===== config.mk =====
export PLATFORM = sky130hd
export DESIGN_NAME = serial_add_ctrl
export DESIGN_NICKNAME = d
export VERILOG_FILES = /design/src/rtl/serial_add_ctrl.sv
export SDC_FILE = /design/constraint.sdc
export NUM_CORES = 1
export LEC_CHECK = 0
export BUFFER_PORTS_ARGS = -buffer_cell sky130_fd_sc_hd__buf_4
export CAP_MARGIN = 20
export CORE_ASPECT_RATIO = 0.7
export CORE_MARGIN = 2
export CORE_UTILIZATION = 59
export DETAILED_ROUTE_END_ITERATION = 12
export GPL_ROUTABILITY_DRIVEN = 1
export HOLD_SLACK_MARGIN = 0.03
export PLACE_DENSITY = 0.83
export SLEW_MARGIN = 20
export SYNTH_ARGS = -nofsm -noshare
export SYNTH_HDL_FRONTEND = slang
export SYNTH_SLANG_ARGS = --single-unit

===== constraint.sdc =====
create_clock -name clk -period 3.1 [get_ports clk]
set_clock_uncertainty 0.15 [all_clocks]
set_input_delay 0.155 -clock clk [delete_from_list [all_inputs] [get_ports clk]]
set_output_delay 0.155 -clock clk [all_outputs]
set_load 0.03 [all_outputs]

===== src/rtl/serial_add_ctrl.sv =====
// serial_add_ctrl: bit-serial adder controller.
// A single full adder, built from two half-adder stages and an OR, is reused
// once per bit. Operands are captured on start, processed LSB first over WIDTH
// cycles, and the result is held until the next operation is accepted.
// Optional feature macro: SERIAL_ADD_SUB_EN adds the `sub` port (A - B via A + ~B + 1).
module serial_add_ctrl #(
    parameter int unsigned WIDTH = 8
) (
    input  logic             clk,
    input  logic             rst_n,
    input  logic             start,
`ifdef SERIAL_ADD_SUB_EN
    input  logic             sub,
`endif
    input  logic [WIDTH-1:0] a,
    input  logic [WIDTH-1:0] b,
    output logic             busy,
    output logic             done,
    output logic [WIDTH-1:0] sum,
    output logic             carry_out,
    output logic             overflow
);

    localparam int unsigned CntW = (WIDTH > 1) ? $clog2(WIDTH) : 1;
    localparam logic [CntW-1:0] LastCnt = CntW'(WIDTH - 1);

    typedef enum logic [1:0] {StIdle, StRun, StDone} state_e;

    state_e          state_q, state_d;
    logic [WIDTH-1:0] ra_q, ra_d;
    logic [WIDTH-1:0] rb_q, rb_d;
    logic [WIDTH-1:0] sum_q, sum_d;
    logic [CntW-1:0]  cnt_q, cnt_d;
    logic             carry_q, carry_d;
    logic             cout_q, cout_d;
    logic             ovf_q, ovf_d;
    logic             busy_q, busy_d;
    logic             done_q, done_d;

    logic             accept;
    logic [WIDTH-1:0] b_load;
    logic             cin_load;
    logic             ha0_s, ha0_c, ha1_c, fa_s, fa_c;

    // New operands are taken in IDLE and also in DONE for back-to-back use.
    assign accept = start && ((state_q == StIdle) || (state_q == StDone));

`ifdef SERIAL_ADD_SUB_EN
    // Subtraction folds into the adder as A + ~B + 1.
    assign b_load   = sub ? ~b : b;
    assign cin_load = sub;
`else
    assign b_load   = b;
    assign cin_load = 1'b0;
`endif

    // One-bit full adder from two half-adder stages.
    always_comb begin
        ha0_s = ra_q[0] ^ rb_q[0];
        ha0_c = ra_q[0] & rb_q[0];
        fa_s  = ha0_s ^ carry_q;
        ha1_c = ha0_s & carry_q;
        fa_c  = ha0_c | ha1_c;
    end

    // Next-state logic for the sequencer and datapath shift registers.
    always_comb begin
        state_d = state_q;
        ra_d    = ra_q;
        rb_d    = rb_q;
        sum_d   = sum_q;
        cnt_d   = cnt_q;
        carry_d = carry_q;
        cout_d  = cout_q;
        ovf_d   = ovf_q;
        busy_d  = busy_q;
        done_d  = 1'b0;

        unique case (state_q)
            StRun: begin
                sum_d   = {fa_s, sum_q[WIDTH-1:1]};
                ra_d    = ra_q >> 1;
                rb_d    = rb_q >> 1;
                carry_d = fa_c;
                cnt_d   = cnt_q + CntW'(1);
                if (cnt_q == LastCnt) begin
                    // carry_q here is the carry into the MSB.
                    cout_d  = fa_c;
                    ovf_d   = carry_q ^ fa_c;
                    cnt_d   = '0;
                    state_d = StDone;
                    busy_d  = 1'b0;
                    done_d  = 1'b1;
                end
            end
            StDone: begin
                state_d = StIdle;
            end
            default: begin
                state_d = StIdle;
            end
        endcase

        if (accept) begin
            ra_d    = a;
            rb_d    = b_load;
            sum_d   = '0;
            cnt_d   = '0;
            carry_d = cin_load;
            state_d = StRun;
            busy_d  = 1'b1;
            done_d  = 1'b0;
        end
    end

    // State registers with asynchronous active-low reset.
    always_ff @(posedge clk or negedge rst_n) begin
        if (!rst_n) begin
            state_q <= StIdle;
            ra_q    <= '0;
            rb_q    <= '0;
            sum_q   <= '0;
            cnt_q   <= '0;
            carry_q <= 1'b0;
            cout_q  <= 1'b0;
            ovf_q   <= 1'b0;
            busy_q  <= 1'b0;
            done_q  <= 1'b0;
        end else begin
            state_q <= state_d;
            ra_q    <= ra_d;
            rb_q    <= rb_d;
            sum_q   <= sum_d;
            cnt_q   <= cnt_d;
            carry_q <= carry_d;
            cout_q  <= cout_d;
            ovf_q   <= ovf_d;
            busy_q  <= busy_d;
            done_q  <= done_d;
        end
    end

    assign busy      = busy_q;
    assign done      = done_q;
    assign sum       = sum_q;
    assign carry_out = cout_q;
    assign overflow  = ovf_q;

endmodule


# After elaboration in Yosys (flattened, before gate mapping)
# Index checks and enable logic that the tools add are counted.
[totals]
register_bits = 34
wordCells = 48
in_bits = 19
[op_classes]
n_reduce_logical = 7
n_mux = 20
add_sub_neg = 1
n_eq_ne = 4
bitwise = 6
[op_table]
columns = ["op", "n"]
rows = [
  ["$mux W8", 6],
  ["$mux W3", 3],
  ["$mux W1", 8],
  ["$mux W2", 3],
  ["$reduce_and A2 Y1", 2],
  ["$reduce_bool A2 Y1", 2],
  ["$add A3 B1 Y3 const B", 1],
  ["$eq A3 B3 Y1 const B", 1],
  ["$ne A3 B3 Y1 const B", 1],
  ["$xor A1 B1 Y1", 3],
  ["$and A1 B1 Y1", 2],
  ["$eq A2 B1 Y1 const B", 1],
  ["$eq A2 B2 Y1 const B", 1],
  ["$logic_not A2 Y1", 1],
  ["$logic_and A1 B1 Y1", 1],
  ["$logic_or A1 B1 Y1", 1],
  ["$or A1 B1 Y1", 1],
]

# Logic depth before layout (Yosys ltp)
# Gate-level depths: netlist (run 1).
[depth]
word_depth = 5
depth_mapped = 4
depth_no_buf = 4

# Worst setup path after synthesis (run 1)
# No wires, ideal clock.
[synth_path]
kind = "register to register"
from = "reg cnt_q[0]"
to = "reg ovf_q, in the netlist overflow"
setup_time_ns = 0.128
path_stages_with_launch = 5
synth_period_minus_slack_ns = 1.568
t_arrival_ns = 1.290
required_time_ns = 2.822
setup_slack_ns = 1.532
cell_sequence = "dfrtp_1 -> ha_1 -> ha_1 -> and3b_1 -> mux2_1"
[synth_between]
elab_chain_cells = 2
[synth_lines]
columns = ["item", "line_no", "source"]
rows = [
  ["from (decl)", "33", "logic [CntW-1:0] cnt_q, cnt_d;"],
  ["from (signal assigned)", "134", "cnt_q <= cnt_d;"],
  ["$eq A3 B3 Y1", "86", "if (cnt_q == LastCnt) begin"],
  ["$reduce_and A2 Y1 (no line)", "n/a", ""],
  ["to (signal assigned)", "137", "ovf_q <= ovf_d;"],
  ["to (decl)", "36", "logic ovf_q, ovf_d;"],
]
# Every way passes these cells.
# A chain may end at the register's enable or synchronous reset.

# Worst setup path after layout (run 1)
[layout_path]
from = "reg state_q[1]"
to = "reg ra_q[4]"
[layout_between]
elab_chain_cells = 4
elab_cells_between_ends = 7
[layout_lines]
columns = ["item", "line_no", "source"]
rows = [
  ["from (decl)", "29", "state_e state_q, state_d;"],
  ["from (signal assigned)", "119", "state_q <= StIdle;"],
  ["from (signal assigned)", "130", "state_q <= state_d;"],
  ["$eq A2 B2 Y1 / $logic_not A2 Y1 (equally long branches)", "46", "assign accept = start && ((state_q == StIdle) || (state_q == StDone));"],
  ["$logic_or A1 B1 Y1", "46", ""],
  ["$logic_and A1 B1 Y1", "46", ""],
  ["$mux W8 / $reduce_bool A2 Y1 (equally long branches)", "n/a", ""],
  ["to (signal assigned)", "131", "ra_q <= ra_d;"],
  ["to (decl)", "30", "logic [WIDTH-1:0] ra_q, ra_d;"],
]
# Several ways; a longest one is shown, not always the timed one.

==> results.cfg, run 1 <==
[floorplanning]
core_area_um2 = 2840
die-area_um2 = 3480
die_w_um = 69.7
num_rows = 16
num_io_pins = 31
die_y_um = 50.0
start_util_pct = 62.7

[critical_path]
path_class = flip-flop to flip-flop
critPathTopFamily = flip-flops
critical_path.slowest_cell = dfrtp_1
arrival_ns = 1.74
worstPathRequired_ns = 3.08
slowest_delay_ns = 0.70
cpMostUsedCell = mux2i_1
cp_cell_sequence = buf_4 -> mux2i_1 -> mux2i_1
crit_fanout = 21
r2r_cells = 3
ff2ff_setup_slack_ns = 1.35
path_buf_inv = 1
regToRegStartpoint = state_q[1]
cp-start-kind = flip-flop
worst_setup_path_end_kind = flip-flop
rr_endpoint = ra_q[4]

[cells_and_area]
multi_input_area_um2 = 836
area_delta_synth_final_pct = 25.5
seq_area_um2 = 851
final_cell_mix = mux2i_1 (54), dfrtp_1 (34), buf_4 (32), dlygate4sd3_1 (10), o2bb2ai_1 (9)
antennaDiodeCount = 0
drive_above_1_share_pct = 22.8
final_common_cell = mux2i_1
finalNetCount = 201
fillers = 183

[yosys]
synth_cell_types = 25
synthCells = 141
synth-seq-area-share_pct = 47.7
ys_seq_elements = 34
avgSynthCellArea_um2 = 12.6
syn_nets = 163
syn_area_um2 = 1780
ys_warn_count = 0

[hold_path]
worstHoldStart = a[1]
holdCritPathClass = input port to flip-flop
min_path_cells = 3
whs_endpoint = ra_q[1]

[sta]
report.final.setup_viol = 0
rsz0062_at_grt = no
final_hold_viol_count = 0
worst_slew_pin_slew_ns = 0.750
maxSlewViolCount = 0
final.min_clock_period_ns = 1.75
fmax_mhz = 571
fin_tns_setup_ns = 0
slew_headroom_pct = 49.8
fin_crit_sh_pct = 56.5
fin_ws_ns = 1.35

[placement]
place_hpwl_um = 2190
place.port_buffers = 30
place.gp.congestion = 0.734
pre_cts_slack_ns = 1.36

[drt]
wl_met3_um = 134
firstDrtPassIters = 4
drt_wl_total_um = 3350
top_layer_used = met4
num_vias = 1195
dr.first_iter.drc_count = 74
met2_length_um = 1560
ant_nets = 0
drt-met1-wl_um = 1610
drc = 0
avgRoutedWirePerCell_um = 15.5
drt-vias-per-instance = 5.53

[status]
outcome = completed

[cts]
cts_root_buf = clkbuf_8
h-tree-depth = 2
worstSkewPairLatency_ns = 0.28
clkSinkCount = 34
cts_buffer_depth = 2
cts_setup_buffers = 0
clk_pin_slew_worst_paths_ns = 0.07
cts_made_buffers = 5
cts_tree = yes

[global_routing]
grt_max_degree = 35
grt_pass1_wl_um = 5780
antenna_found_initial = 0
overflow = 0
grt_usage_pct = 21.5
grt_pass1_vias = 1233

[pwr]
vdd_drop_max_v = 0.000674
p_sw_share_pct = 35.8
p_leak_nw = 1.07
p_seq_share_pct = 38.6
p_sw_uw = 767
combPwrFrac_pct = 38.2
power.density_nw_per_um2 = 957
internal_power_mw = 1.37
clkPwrFrac_pct = 23.2

[run]
cap_violations = 0
==> sequential cells by signal, indices dropped and copies added, names as in the netlist <==
register / flops
carry_out: 1
done: 1
ra_q: 8
rb_q: 8
overflow: 1
sum: 8
busy: 1
carry_q: 1
state_q: 2
cnt_q: 3
==> final cells by class <==
type | instances | area share, %
Sequential cell | 34 | 38.0
Multi-Input combinational cell | 90 | 37.4
Timing Repair Buffer | 42 | 15.2
Clock buffer | 6 | 3.69
Clock inverter | 2 | 2.68
Tap cell | 36 | 2.01
Inverter | 6 | 1.01
==> logic make-up (layout without fill, tap and decap cells) <==
logic type | Yosys count | after routing | share of synthesized area [%]
muxes | 55 | 55 | 30.9
DFF | 34 | 34 | 47.7
AOI/OAI and AO/OA | 18 | 18 | 8.35
buffers and inverters | 17 | 56 | 5.40
and+or+nand+nor | 13 | 13 | 4.56
adders and majority gates | 3 | 3 | 2.53
xor gates and xnor gates | 1 | 1 | 0.491
==> worst min-delay path, cell delays in order <==
cell and delay (ns):
buf_4 0.08, mux2i_1 0.05, mux2i_1 0.12
==> power by group through the flow <==
stage               logic [mW]  clock network [mW]  registers, mW
finish                   0.817               0.496          0.826
global route             0.893               0.526          0.857
CTS                      0.827               0.508          0.824
detailed placement       0.813                   0          0.828
global placement         0.782                   0          0.814
floorplan                0.533                   0          0.876
==> synth_stat cells (all sizes together) <==
library cell | n | share of area, %
a21boi | 1 | 0.42
and3b | 2 | 0.98
mux2 | 1 | 0.63
o2bb2ai | 9 | 4.4
inv | 6 | 1.3
dfrtp | 34 | 48
or3 | 1 | 0.35
xnor2 | 1 | 0.49
nand2b | 6 | 2.1
clkbuf | 1 | 0.21
mux2i | 54 | 30
fa | 1 | 1.1
o21ai | 3 | 0.84
nor2 | 1 | 0.21
o31ai | 1 | 0.42
buf | 10 | 3.9
ha | 2 | 1.4
nand3 | 2 | 0.56
nor2b | 1 | 0.35
o21bai | 1 | 0.42
a32o | 2 | 1.1
a22oi | 1 | 0.70
==> timing repair <==
item,CTS,global route
resized for setup,0,0
hold endpoints to repair,43,0
hold buffers,10,0
==> worst max path at each step <==
stage / cells past startpoint / slack (ns) / start / end
after floorplan: 4 / 1.53 / cnt_q[0] / overflow
after global placement: 2 / 1.40 / state_q[0] / carry_q
after global routing: 2 / 1.21 / state_q[0] / sum[6]
final: 3 / 1.35 / state_q[1] / ra_q[4]
after CTS: 2 / 1.33 / state_q[0] / carry_q
after detailed placement: 3 / 1.36 / state_q[1] / ra_q[4]
==> routing by layer <==
layer	GRT usage (%)	up-vias
li1	-	587
met1	28.6	580
met2	34.1	22
met3	6.54	6
met4	7.05	0
met5	0	-
==> metrics by stage <==
step | instances | hold slack [ns] | power (mW) | utilization (%) | area [um2]
after global placement | 198 | -0.0292 | 1.60 | 70.2 | 1990
after detailed placement | 198 | -0.0245 | 1.64 | 70.2 | 1990
after CTS | 216 | 0.0316 | 2.16 | 78.7 | 2240
after global routing | 216 | 0.0467 | 2.28 | 78.7 | 2240
final | 216 | 0.0306 | 2.14 | 78.7 | 2240
after floorplan | 141 | -0.291 | 1.41 | - | 1780
(Power assumes the default switching activity.)
==> inputs of run 2 (changes only) <==
CORE_UTILIZATION = 50   (was 59)
PLACE_DENSITY = 0.75   (was 0.83)
clock period = 1.6 ns   (was 3.1 ns; I/O delays follow)
==> results.cfg, run 2 (same netlist as run 1, synthesis figures left out) <==
[drt]
ant_nets = 0
drt-vias-per-instance = 5.15
drc = 0
dr.first_iter.drc_count = 52
num_vias = 1256
drt_wl_total_um = 3320
avgRoutedWirePerCell_um = 13.6
firstDrtPassIters = 4

[sta]
rsz0062_at_grt = yes
slew_headroom_pct = 71.9
fin_crit_sh_pct = 97.2
fin_ws_ns = 0.0451
fmax_mhz = 643
maxSlewViolCount = 0
worst_slew_pin_slew_ns = 0.422
final_hold_viol_count = 0
report.final.setup_viol = 0
final.min_clock_period_ns = 1.55

[cts]
h-tree-depth = 2
worstSkewPairLatency_ns = 0.28
clk_pin_slew_worst_paths_ns = 0.06
cts_buffer_depth = 2
cts_root_buf = clkbuf_8
cts_tree = yes
cts_made_buffers = 5
clkSinkCount = 34

[floorplanning]
die-area_um2 = 4070
num_io_pins = 31
start_util_pct = 51.4
num_rows = 18
die_w_um = 75.4
core_area_um2 = 3470
die_y_um = 54.0

[critical_path]
worst_setup_path_end_kind = flip-flop
arrival_ns = 1.57
path_class = flip-flop to flip-flop
cp-start-kind = flip-flop
worstPathRequired_ns = 1.61
crit_fanout = 5
ff2ff_setup_slack_ns = 0.05

[global_routing]
met2_usage_pct = 32.8
grt_pass1_vias = 1259
antenna_found_initial = 0
overflow = 0
grt_usage_pct = 19.7
grt_util_met3_pct = 7.30
grt_max_degree = 35
grt_pass1_wl_um = 5790
met1_usage_pct = 24.1
grt_busiest_layer = met2

[cells_and_area]
stdcell_count = 244
area_delta_synth_final_pct = 31.8
final_cell_mix = mux2i_1 (54), buf_4 (40), dfrtp_1 (34), dlygate4sd3_1 (17), o2bb2ai_1 (9)
final_common_cell = mux2i_1
final_util_pct = 67.7
antennaDiodeCount = 0
finalNetCount = 217
drive_above_1_share_pct = 26.3

[status]
outcome = completed

[placement]
place.gp.congestion = 0.756
place_hpwl_um = 2340
dp_cells = 220
pre_cts_slack_ns = -0.00183
place.port_buffers = 30

[hold_path]
holdCritPathClass = input port to flip-flop

[pwr]
vdd_drop_max_v = 0.000786
p_leak_nw = 1.11
power.density_nw_per_um2 = 1680

[run]
cap_violations = 0
run 2: path summary, 6_finish.rpt:
check	from	end	cells past startpoint
setup / recovery	cnt_q[1]	overflow	4
hold / removal	start	state_q[0]	3
setup reg to reg	cnt_q[1]	overflow	4
hold reg to reg	overflow	overflow	1
max in group asynchronous	rst_n	sum[0]	2
min in group asynchronous	rst_n	ra_q[7]	2
run 2: final cells by class:
| class | instances | area (um2) |
|---|---|---|
| Multi-Input combinational cell | 90 | 841 |
| Clock buffer | 6 | 82.6 |
| Inverter | 6 | 22.5 |
| Sequential cell | 34 | 851 |
| Tap cell | 50 | 62.6 |
| Timing Repair Buffer | 58 | 490 |
| Fill cell | 269 | 1120 |
run 2: through the flow:
stage          setup TNS (ns)  area [um2]  hold slack (ns)  power (mW)
2_1_floorplan               0        1780           -0.366        2.73
3_3_place_gp                0        2080           -0.106        3.20
3_5_place_dp         -0.00183        2080           -0.100        3.32
4_1_cts                     0        2340           0.0758        3.97
5_1_grt               -0.0100        2350           0.0803        4.26
6_report                    0        2350           0.0714        3.94
run 2: metal layers:
layer | up-vias | share of wire, % | wire length (um)
li1 | 614 | - | -
met1 | 620 | 45 | 1500
met2 | 18 | 50 | 1670
met3 | 4 | 3.5 | 116
met4 | 0 | 0.87 | 29
met5 | - | 0 | 0
run 2: worst max-delay path, cell delays in order (launching register included):
cell	delay, ns
dfrtp_1	0.40
ha_1	0.19
ha_2	0.19
and3b_1	0.20
mux2_1	0.31
run 2: what timing repair did:
item | CTS | global route
setup endpoints to repair | 1 | 3
resized for setup | 1 | 2
hold endpoints to repair | 50 | 0
setup buffers | 0 | 1
hold buffers | 17 | 0
run 2: where the power goes:
part / leakage [nW] / switching (mW) / internal (mW)
Clock: 0.0431 / 0.267 / 0.331
Combinational: 0.638 / 0.921 / 0.899
Sequential: 0.432 / 0.303 / 1.22
==> inputs of run 3 (changes only) <==
BUFFER_PORTS_ARGS = not set   (was -buffer_cell sky130_fd_sc_hd__buf_4)
CORE_UTILIZATION = 56   (was 50)
DONT_BUFFER_PORTS = 1   (was not set)
PLACE_DENSITY = 0.74   (was 0.75)
==> results.cfg, run 3 (same netlist as run 1, synthesis figures left out) <==
[cts]
cts_buffer_depth = 2
clk_pin_slew_worst_paths_ns = 0.06
cts_tree = yes
h-tree-depth = 2
cts_made_buffers = 5
clkSinkCount = 34
cts_root_buf = clkbuf_8
worstSkewPairLatency_ns = 0.29

[pwr]
vdd_drop_max_v = 0.000849
power.density_nw_per_um2 = 1720
p_leak_nw = 1.05

[cells_and_area]
drive_above_1_share_pct = 15.1
fillers = 193
area_delta_synth_final_pct = 30.4
final_common_cell = mux2i_1
final_cell_mix = mux2i_1 (54), dlygate4sd3_1 (35), dfrtp_1 (34), buf_4 (14), o2bb2ai_1 (9)
finalNetCount = 209
antennaDiodeCount = 0

[drt]
firstDrtPassIters = 4
drt-vias-per-instance = 5.74
ant_nets = 0
dr.first_iter.drc_count = 137
avgRoutedWirePerCell_um = 17.2
num_vias = 1286
drc = 0
drt_wl_total_um = 3850

[critical_path]
crit_fanout = 3
arrival_ns = 1.58
worstPathRequired_ns = 1.62
path_class = flip-flop to flip-flop
worst_setup_path_end_kind = flip-flop
cp-start-kind = flip-flop

[floorplanning]
die_y_um = 51.2
start_util_pct = 57.8
core_area_um2 = 3080
num_io_pins = 31
die_w_um = 71.4
num_rows = 17
die-area_um2 = 3660

[sta]
final.min_clock_period_ns = 1.56
fin_tns_setup_ns = 0
slew_headroom_pct = 74.7
report.final.setup_viol = 0
maxSlewViolCount = 0
rsz0062_at_grt = no
worst_slew_pin_slew_ns = 0.380
final_hold_viol_count = 0
fmax_mhz = 643
fin_crit_sh_pct = 97.2
holdWs_ns = 0.0827
fin_ws_ns = 0.0443

[global_routing]
grt_pass1_vias = 1324
met1_usage_pct = 28.4
grt_usage_pct = 23.6
overflow = 0
met2_usage_pct = 38.7
grt_util_met3_pct = 8.09
grt_busiest_layer = met2
grt_max_degree = 35
antenna_found_initial = 0
grt_pass1_wl_um = 6290

[placement]
place.gp.congestion = 0.790
place.port_buffers = 0
place_hpwl_um = 2330
pre_cts_slack_ns = 0.00670

[hold_path]
holdCritPathClass = input port to asynchronous set/reset pin

[status]
outcome = completed

[run]
cap_violations = 0
-- run 3: cell types whose count changed in the layout (fill, tap and decap cells not counted) --
cell | previous run | this run
ha_2 | 1 | 2
and3b_1 | 2 | 1
a32o_2 | 0 | 1
ha_1 | 1 | 0
a32o_1 | 2 | 1
dlygate4sd3_1 | 17 | 35
buf_4 | 40 | 14
and3b_2 | 0 | 1
-- run 3: repair_timing --
action,in CTS,in global routing
hold endpoints to repair,60,0
resized for setup,1,5
endpoints found under the setup margin,1,2
hold buffers,36,0
buffers inserted,1,2
gates cloned,0,0
-- run 3: path summary, 6_finish.rpt --
path,start,to,slack [ns],depth (start not counted)
worst min register to register,cnt_q[2],cnt_q[2],0.40,1
worst max register to register,rb_q[0],sum[7],0.04,4
min in group clk,start,ra_q[0],0.39,3
worst max-delay path,rb_q[0],sum[7],0.04,4
worst min-delay path,rst_n,sum[6],0.08,2
max in group asynchronous,rst_n,sum[4],1.04,2
-- run 3: area by class of cell --
class / instances / area (um2) / area share, %
clock buffers: 6 / 82.6 / 3.55
inverters: 6 / 22.5 / 0.969
multi-input cells: 90 / 846 / 36.4
flip-flops and latches: 34 / 851 / 36.6
well taps: 38 / 47.5 / 2.05
repair buffers: 50 / 475 / 20.5
-- run 3: worst max-delay path, stage by stage, from the launching register on --
cell	delay, ns
dfrtp_1	0.37
inv_1	0.07
fa_2	0.53
nand2b_1	0.06
a32o_2	0.26
-- run 3: per-stage QoR --
stage | power [mW] | util (%) | cells | instance area [um2]
after global placement | 2.95 | 59.6 | 179 | 1840
after global routing | 4.26 | 75.4 | 224 | 2320
after CTS | 3.94 | 74.6 | 222 | 2300
after floorplan | 2.73 | - | 141 | 1780
final | 4.01 | 75.4 | 224 | 2320
after detailed placement | 3.08 | 59.6 | 179 | 1840
-- run 3: layer usage --
metal  share of wire (%)  routed length (um)
met1                  42                1620
met4                 2.6                  99
met3                 5.3                 203
met2                  50                1930
met5                   0                   0
-- run 3: report_power, final --
part	switching (mW)	leakage (nW)	total [mW]	internal [mW]
Clock	0.286	0.0431	0.617	0.331
Sequential	0.573	0.432	1.79	1.22
Combinational	0.697	0.578	1.60	0.902
Total	1.56	1.05	4.01	2.45
